<file path="src/rtl/regfile_wr_arbiter.sv">
// Register-file write arbiter: picks one of NUM_REQ requesters and streams its beats
// into the register file, one write per accepted beat, with registered write outputs.
// A burst ends on req_last or after BURST_MAX beats. Beats to register 0 are consumed
// without a write strobe.
// Build option: define REGFILE_ARB_ROUND_ROBIN_EN for round-robin arbitration;
// otherwise fixed priority (lowest index wins).
module regfile_wr_arbiter #(
  parameter int unsigned NUM_REQ   = 3,
  parameter int unsigned BURST_MAX = 8
) (
  input  logic                    clk,
  input  logic                    rst,
  input  logic [NUM_REQ-1:0]      req_valid,
  output logic [NUM_REQ-1:0]      req_ready,
  input  logic [5*NUM_REQ-1:0]    req_addr,
  input  logic [32*NUM_REQ-1:0]   req_data,
  input  logic [NUM_REQ-1:0]      req_last,
  output logic                    write_enable,
  output logic [4:0]              write_addr,
  output logic [31:0]             write_data,
  output logic [1:0]              grant_id,
  output logic                    busy,
  output logic                    burst_err
);

  localparam int NReq = int'(NUM_REQ);

  typedef enum logic {StIdle, StBurst} state_e;

  state_e      state_q;
  logic [5:0]  beat_cnt_q;
  logic [4:0]  next_addr_q;
  logic [1:0]  owner_q;
  logic        write_enable_q;
  logic [4:0]  write_addr_q;
  logic [31:0] write_data_q;
  logic        burst_err_q;

  logic [1:0]  winner;
  logic [1:0]  sel;
  logic [4:0]  sel_addr;
  logic [4:0]  beat_addr;
  logic [31:0] beat_data;
  logic        beat_last;
  logic        accept;
  logic [5:0]  cnt_next;
  logic        burst_end;

`ifdef REGFILE_ARB_ROUND_ROBIN_EN
  logic [1:0]  rr_ptr_q;
  logic        found;

  // Round-robin pick: first valid requester searching upward from the last owner + 1.
  always_comb begin
    winner = '0;
    found  = 1'b0;
    for (int k = 0; k < NReq; k++) begin
      for (int j = 0; j < NReq; j++) begin
        if (!found && req_valid[j] && (j == (int'(rr_ptr_q) + 1 + k) % NReq)) begin
          winner = 2'(j);
          found  = 1'b1;
        end
      end
    end
  end
`else
  // Fixed-priority pick: lowest valid index wins.
  always_comb begin
    winner = '0;
    for (int j = NReq - 1; j >= 0; j--) begin
      if (req_valid[j]) winner = 2'(j);
    end
  end
`endif

  // Select the active requester's beat and decide acceptance / burst termination.
  always_comb begin
    sel       = (state_q == StIdle) ? winner : owner_q;
    sel_addr  = '0;
    beat_data = '0;
    beat_last = 1'b0;
    req_ready = '0;
    for (int j = 0; j < NReq; j++) begin
      if (sel == 2'(j)) begin
        sel_addr  = req_addr[5*j +: 5];
        beat_data = req_data[32*j +: 32];
        beat_last = req_last[j];
        // In IDLE the winner is valid whenever anyone is, so one rule covers both states.
        req_ready[j] = req_valid[j] & ~rst;
      end
    end
    // Only the first beat of a burst takes the requester's address.
    beat_addr = (state_q == StIdle) ? sel_addr : next_addr_q;
    accept    = |req_ready;
    cnt_next  = (state_q == StIdle) ? 6'd1 : beat_cnt_q + 6'd1;
    burst_end = accept && (beat_last || (cnt_next == 6'(BURST_MAX)));
  end

  // Burst FSM with registered write port, grant and error outputs.
  always_ff @(posedge clk) begin
    if (rst) begin
      state_q        <= StIdle;
      beat_cnt_q     <= '0;
      next_addr_q    <= '0;
      owner_q        <= '0;
      write_enable_q <= 1'b0;
      write_addr_q   <= '0;
      write_data_q   <= '0;
      burst_err_q    <= 1'b0;
`ifdef REGFILE_ARB_ROUND_ROBIN_EN
      rr_ptr_q       <= 2'(NUM_REQ - 1);
`endif
    end else begin
      write_enable_q <= accept && (beat_addr != 5'd0);
      burst_err_q    <= burst_end && !beat_last;
      if (accept) begin
        write_addr_q <= beat_addr;
        write_data_q <= beat_data;
        next_addr_q  <= beat_addr + 5'd1;
        if (state_q == StIdle) owner_q <= winner;
      end
      if (burst_end) begin
        state_q    <= StIdle;
        beat_cnt_q <= '0;
`ifdef REGFILE_ARB_ROUND_ROBIN_EN
        rr_ptr_q   <= sel;
`endif
      end else if (accept) begin
        state_q    <= StBurst;
        beat_cnt_q <= cnt_next;
      end
    end
  end

  assign write_enable = write_enable_q;
  assign write_addr   = write_addr_q;
  assign write_data   = write_data_q;
  assign grant_id     = owner_q;
  assign busy         = (state_q == StBurst);
  assign burst_err    = burst_err_q;

endmodule

</file>
<file path="config.mk">
export PLATFORM = sky130hd
export DESIGN_NAME = regfile_wr_arbiter
export DESIGN_NICKNAME = d
export VERILOG_FILES = /design/src/rtl/regfile_wr_arbiter.sv
export SDC_FILE = /design/constraint.sdc
export NUM_CORES = 1
export LEC_CHECK = 0
export CAP_MARGIN = 20
export CORE_ASPECT_RATIO = 1.75
export CORE_UTILIZATION = 35
export DETAILED_ROUTE_END_ITERATION = 16
export PLACE_DENSITY = 0.83
export REMOVE_ABC_BUFFERS = 1
export SETUP_SLACK_MARGIN = 0.2
export SLEW_MARGIN = 20
export SYNTH_ARGS = -nofsm -noshare
export SYNTH_HDL_FRONTEND = slang
export SYNTH_SLANG_ARGS = --single-unit
</file>
<file path="constraint.sdc">
create_clock -name clk -period 2.8 [get_ports clk]
set_clock_uncertainty 0.1 [all_clocks]
set_input_delay 0.42 -clock clk [delete_from_list [all_inputs] [get_ports clk]]
set_output_delay 0.42 -clock clk [all_outputs]
set_load 0.005 [all_outputs]
</file>
Word-level counts from Yosys, hierarchy flattened
Cells that the tools add are included.
{ "totals": {"register_bits": 53} }
{ "classes": {"bitwise": 4, "eq_ne": 3, "n_mux": 18, "reduce_logical": 9, "n_addsub": 2} }
{ "ops": {"columns": ["op", "count"], "rows": [
  ["two-way mux 32 bit", 3],
  ["two-way mux 5 bit", 4],
  ["two-way mux 2 bit", 4],
  ["adder 6 x 1 -> 6 bit (second input constant)", 1],
  ["equality test 6 x 4 -> 1 bit (second input constant)", 1],
  ["two-way mux 1 bit", 6],
  ["two-way mux 6 bit", 1],
  ["adder 5 x 1 -> 5 bit (second input constant)", 1],
  ["nonzero test 5 bit", 1],
  ["AND 1 bit", 3],
  ["logical AND 1 bit", 3],
  ["OR reduction 3 bit", 1],
  ["equality test 2 x 1 -> 1 bit (second input constant)", 1],
  ["equality test 2 bit (second input constant)", 1],
  ["zero test 2 bit", 1],
  ["OR reduction 2 bit", 1],
  ["zero test 1 bit", 1],
  ["logical OR 1 bit", 1],
  ["NOT 1 bit", 1]
]} }

Logic depth before layout (Yosys ltp)
{ "depth": {"word_depth": 11, "mapped_depth": 9} }

Worst setup path before layout
Ideal clock, no wire load.
{ "synth_timing": {"path_kind": "register to register", "startpoint": "register state_q, in the netlist busy", "endpoint": "register next_addr_q[4]", "t_arrival_ns": 2.295, "synth_period_minus_slack_ns": 2.483, "setup_ns": 0.088, "required_time_ns": 2.612, "slack_ns": 0.317, "path_stages_with_launch": 10, "path_cell_list": "dfxtp_1 > buf_6 > or4b_4 > buf_6 > a221o_1 > o21ai_1 > inv_1 > ha_1 > a31o_1 > a311oi_2"} }
{ "synth_between": {"elab_chain_len": 7, "word_cells_on_any_way": 13, "classes_between": "1 x add/sub; 2 x eq/ne; 8 x mux; 2 x reduce/logical"} }
{ "synth_rtl": {"columns": ["element", "line", "rtl"], "rows": [
  ["start, declared", "30", "state_e state_q;"],
  ["start signal, assigned", "102", "state_q <= StIdle;"],
  ["start signal, assigned", "123", "state_q <= StIdle;"],
  ["start signal, assigned", "129", "state_q <= StBurst;"],
  ["two-way mux 2 bit", null, null],
  ["zero test 2 bit", "84", "if (sel == 2'(j)) begin"],
  ["two-way mux 5 bit (3 in series)", "84", null],
  ["two-way mux 5 bit *", "93", "beat_addr = (state_q == StIdle) ? sel_addr : next_addr_q;"],
  ["named net beat_addr[1]", "42", "logic [4:0] beat_addr;"],
  ["adder 5 x 1 -> 5 bit *", "119", "next_addr_q <= beat_addr + 5'd1;"],
  ["end signal, assigned", "119", null],
  ["end, declared", "32", "logic [4:0] next_addr_q;"]
]} }
Mark *: on every way through the listed nets, which the timed path passes. The rest lies on a longest branch.
A chain may end at the register's enable or synchronous reset.

Final worst setup path
{ "layout_timing": {"startpoint": "register state_q, in the netlist busy", "endpoint": "output port req_ready[0]"} }
{ "layout_between": {"elab_chain_len": 3} }
{ "layout_rtl": {"columns": ["element", "line", "rtl"], "rows": [
  ["two-way mux 2 bit", null, null],
  ["zero test 2 bit", "84", null],
  ["two-way mux 1 bit", "84", null],
  ["end, declared", "14", "output logic [NUM_REQ-1:0] req_ready,"]
]} }
No other way between the ends.

==> flow_metrics.tcl <==
set metrics [dict create \
    power.density_nw_per_um2 490 \
    die_x_um 72.9 \
    status "finished clean" \
    area_delta_synth_final_pct 68.8 \
    wl_per_cell_um 15.1 \
    synth_warnings 0 \
    final_area_um2 5190 \
    grt_util_all_layers_pct 21.8 \
    use_met2_pct 42.1 \
    num_vias 3429 \
    p_comb_share_pct 36.2 \
    synthCells 357 \
    switchingPower_uw 705 \
    dp_hpwl_mm 7.45 \
    finalSetupViolCount 0 \
    finalMaxSlewViolations 0 \
    slowest_stage "dfxtp_1" \
    firstDrtPassIters 4 \
    io_buffers 163 \
    grt.busiest_layer "met2" \
    drc 0 \
    synth_seq_area_share_pct 34.5 \
    period_needed_ns 2.49 \
    synth_top_cell_by_area "dfxtp_1" \
    tightest_slew_ns 0.803 \
    ir_worst_vdd_mv 0.320 \
    critical_path_buf_inv_count 2 \
    fmax_mhz 401 \
    leakagePower_uw 0.00199 \
    path_delay_family "buffers and inverters" \
    start_kind "flip-flop" \
    cap_violations 0 \
    async_reset_ff_share_pct 0 \
    hp-class "flip-flop to flip-flop" \
    grt_use_met3_pct 4.32 \
    end_kind "output pin" \
    clock_latency_ns 0.29 \
    final_cell_count_no_fill 641 \
    synth-edff-count 0 \
    design_power_total_uw 2550 \
    ctsHoldBuffers 0 \
    ys_types 54 \
    place_area_um2 4940 \
    cts_made_buffers 5 \
    slew_headroom_pct 45.6 \
    nets 647 \
    crit_fanout 21 \
    synth-seq-cells 53 \
    gr-usage-met1_pct 22.0 \
    final_common_cell "clkdlybuf4s50_1" \
    finalHoldViolCount 0 \
    worstSetupPathType "flip-flop to output pin" \
    path_clk_slew_ns 0.07 \
    cts_htree_levels 2 \
    synth_area_um2 3080 \
    grt_max_degree 42 \
    grt_pass1_wl_mm 15.9 \
    routed_via_density 5.35 \
    drive_gt1_share_pct 10.6 \
    hold_ws_ns 0.349 \
    routed_wl_mm 9.68 \
    cp.required_ns 2.28 \
    antenna_found_initial 0 \
    ys.flop_type "dfxtp_1" \
    min_period_over_period_pct 89.0 \
    grt_overflow 0 \
    gp_congestion 0.827 \
    cts_tree "done" \
    cpPeakStageDelay_ns 0.49 \
    start_util_pct 36.5 \
    path_cells "buf_6 > nor4b_4 > nor2_1 > and3_1 > clkdlybuf4s50_1" \
    rows 44 \
    seqPwrFrac_pct 35.8 \
    grt_pass1_vias 3516 \
    root_buffer "clkbuf_16" \
    p_clk_share_pct 28.1 \
    clk_path_buf_depth 2 \
    num_io_pins 164 \
    ys_top_cells_by_area "dfxtp_1 34%, mux2i_1 10%, a2bb2oi_1 9.1%" \
    most-common-layout-cells "157 x clkdlybuf4s50_1, 53 x dfxtp_1, 47 x nor2_1" \
    p_sw_share_pct 27.7 \
    coreArea_um2 8420 \
    syn_area_per_cell_um2 8.62 \
    cp.arrival_ns 1.97 \
    die_area_um2 9180 \
    cts_sinks 53 \
    die_y_um 126 \
    drtAntennaViolNets 0 \
    synth_top_area_share_pct 34.5 \
    antennaDiodeCount 0 \
    rsz0062_at_grt "false" \
    dr.first_iter.drc_count 206 \
    fin_util_pct 61.7 \
    p_int_uw 1840 \
    placed_cells 630 \
]
## final cells by class
| class | count | area, µm² |
|---|---|---|
| clock inverter | 1 | 30.0 |
| clock buffer | 7 | 143 |
| tap | 115 | 144 |
| inverter | 6 | 22.5 |
| timing repair buffer | 192 | 1890 |
| sequential | 53 | 1060 |
| multi-input combinational | 267 | 1910 |
| fill | 709 | 3230 |
## Yosys cell counts, types with 3 or more instances
cell type and number:
a211oi_1 35, a21o_1 4, a21oi_1 11, a2bb2oi_1 32
a31oi_1 4, and3_1 4, buf_4 3, clkbuf_1 24
dfxtp_1 53, ha_1 3, inv_1 6, mux2i_1 32
nand2_1 16, nand2b_1 5, nand3_1 10, nand4_1 3
nor2_1 47, nor2b_1 4, o21ai_0 10, o31a_1 3
o31ai_1 4, xnor2_1 3
## worst min-delay path, stage by stage (launching register included)
cell	delay [ns]
dfxtp_1	0.30
nand2_1	0.05
a21oi_1	0.05
## per-layer routing
metal,share of wire (%),vias up
met3,5.0,21
met1,35,1588
met5,0,-
met2,57,136
met4,2.2,0
li1,-,1684
## what timing repair did
action / in CTS / in global routing
pin swaps: 1 / 2
endpoints found under the setup margin: 4 / 4
resized for setup: 10 / 10
buffers inserted: 1 / 2
## cell families (layout without fill, tap and decap cells)
family                   Yosys count  count (layout)  share of synthesized area (%)
AO/OA/AOI/OAI                    125             125                           31.3
AND/OR/NAND/NOR                  104             104                           16.3
flip-flops                        53              53                           34.5
buffers and inverters             37             206                           5.45
multiplexers                      32              32                           10.4
adder cells (fa/ha/maj)            3               3                           1.22
XOR/XNOR                           3               3                          0.854
## flip-flops by register name, indices dropped and copies added, names as in the netlist
| name | flops |
|---|---|
| write_data | 32 |
| next_addr_q | 5 |
| busy | 1 |
| grant_id | 2 |
| beat_cnt_q | 6 |
| write_enable | 1 |
| write_addr | 5 |
| burst_err | 1 |
## final timing paths
check                                     from              to  slack, ns  cells past startpoint
worst min register to register  next_addr_q[1]  next_addr_q[1]       0.35                      2
worst min-delay path            next_addr_q[1]  next_addr_q[1]       0.35                      2
worst max register to register            busy  next_addr_q[4]       0.32                      8
worst max-delay path                      busy    req_ready[0]       0.31                      5
## power by group through the flow
stage                     logic, µW  clock network, µW  registers, µW
after global placement          874                  0            921
after floorplan                 383                  0            934
after CTS                       901                739            910
after global routing           1000                766            924
after detailed placement        891                  0            926
final                           921                714            910
## through the flow
step / setup WS, ns / TNS (ns)
detailed placement: -0.0891 / -0.253
floorplan: -0.921 / -22.97
finish: 0.309 / 0
global placement: -0.0493 / -0.101
CTS: 0.178 / 0
global route: 0.193 / 0
Power figures use the tool's default switching activity.
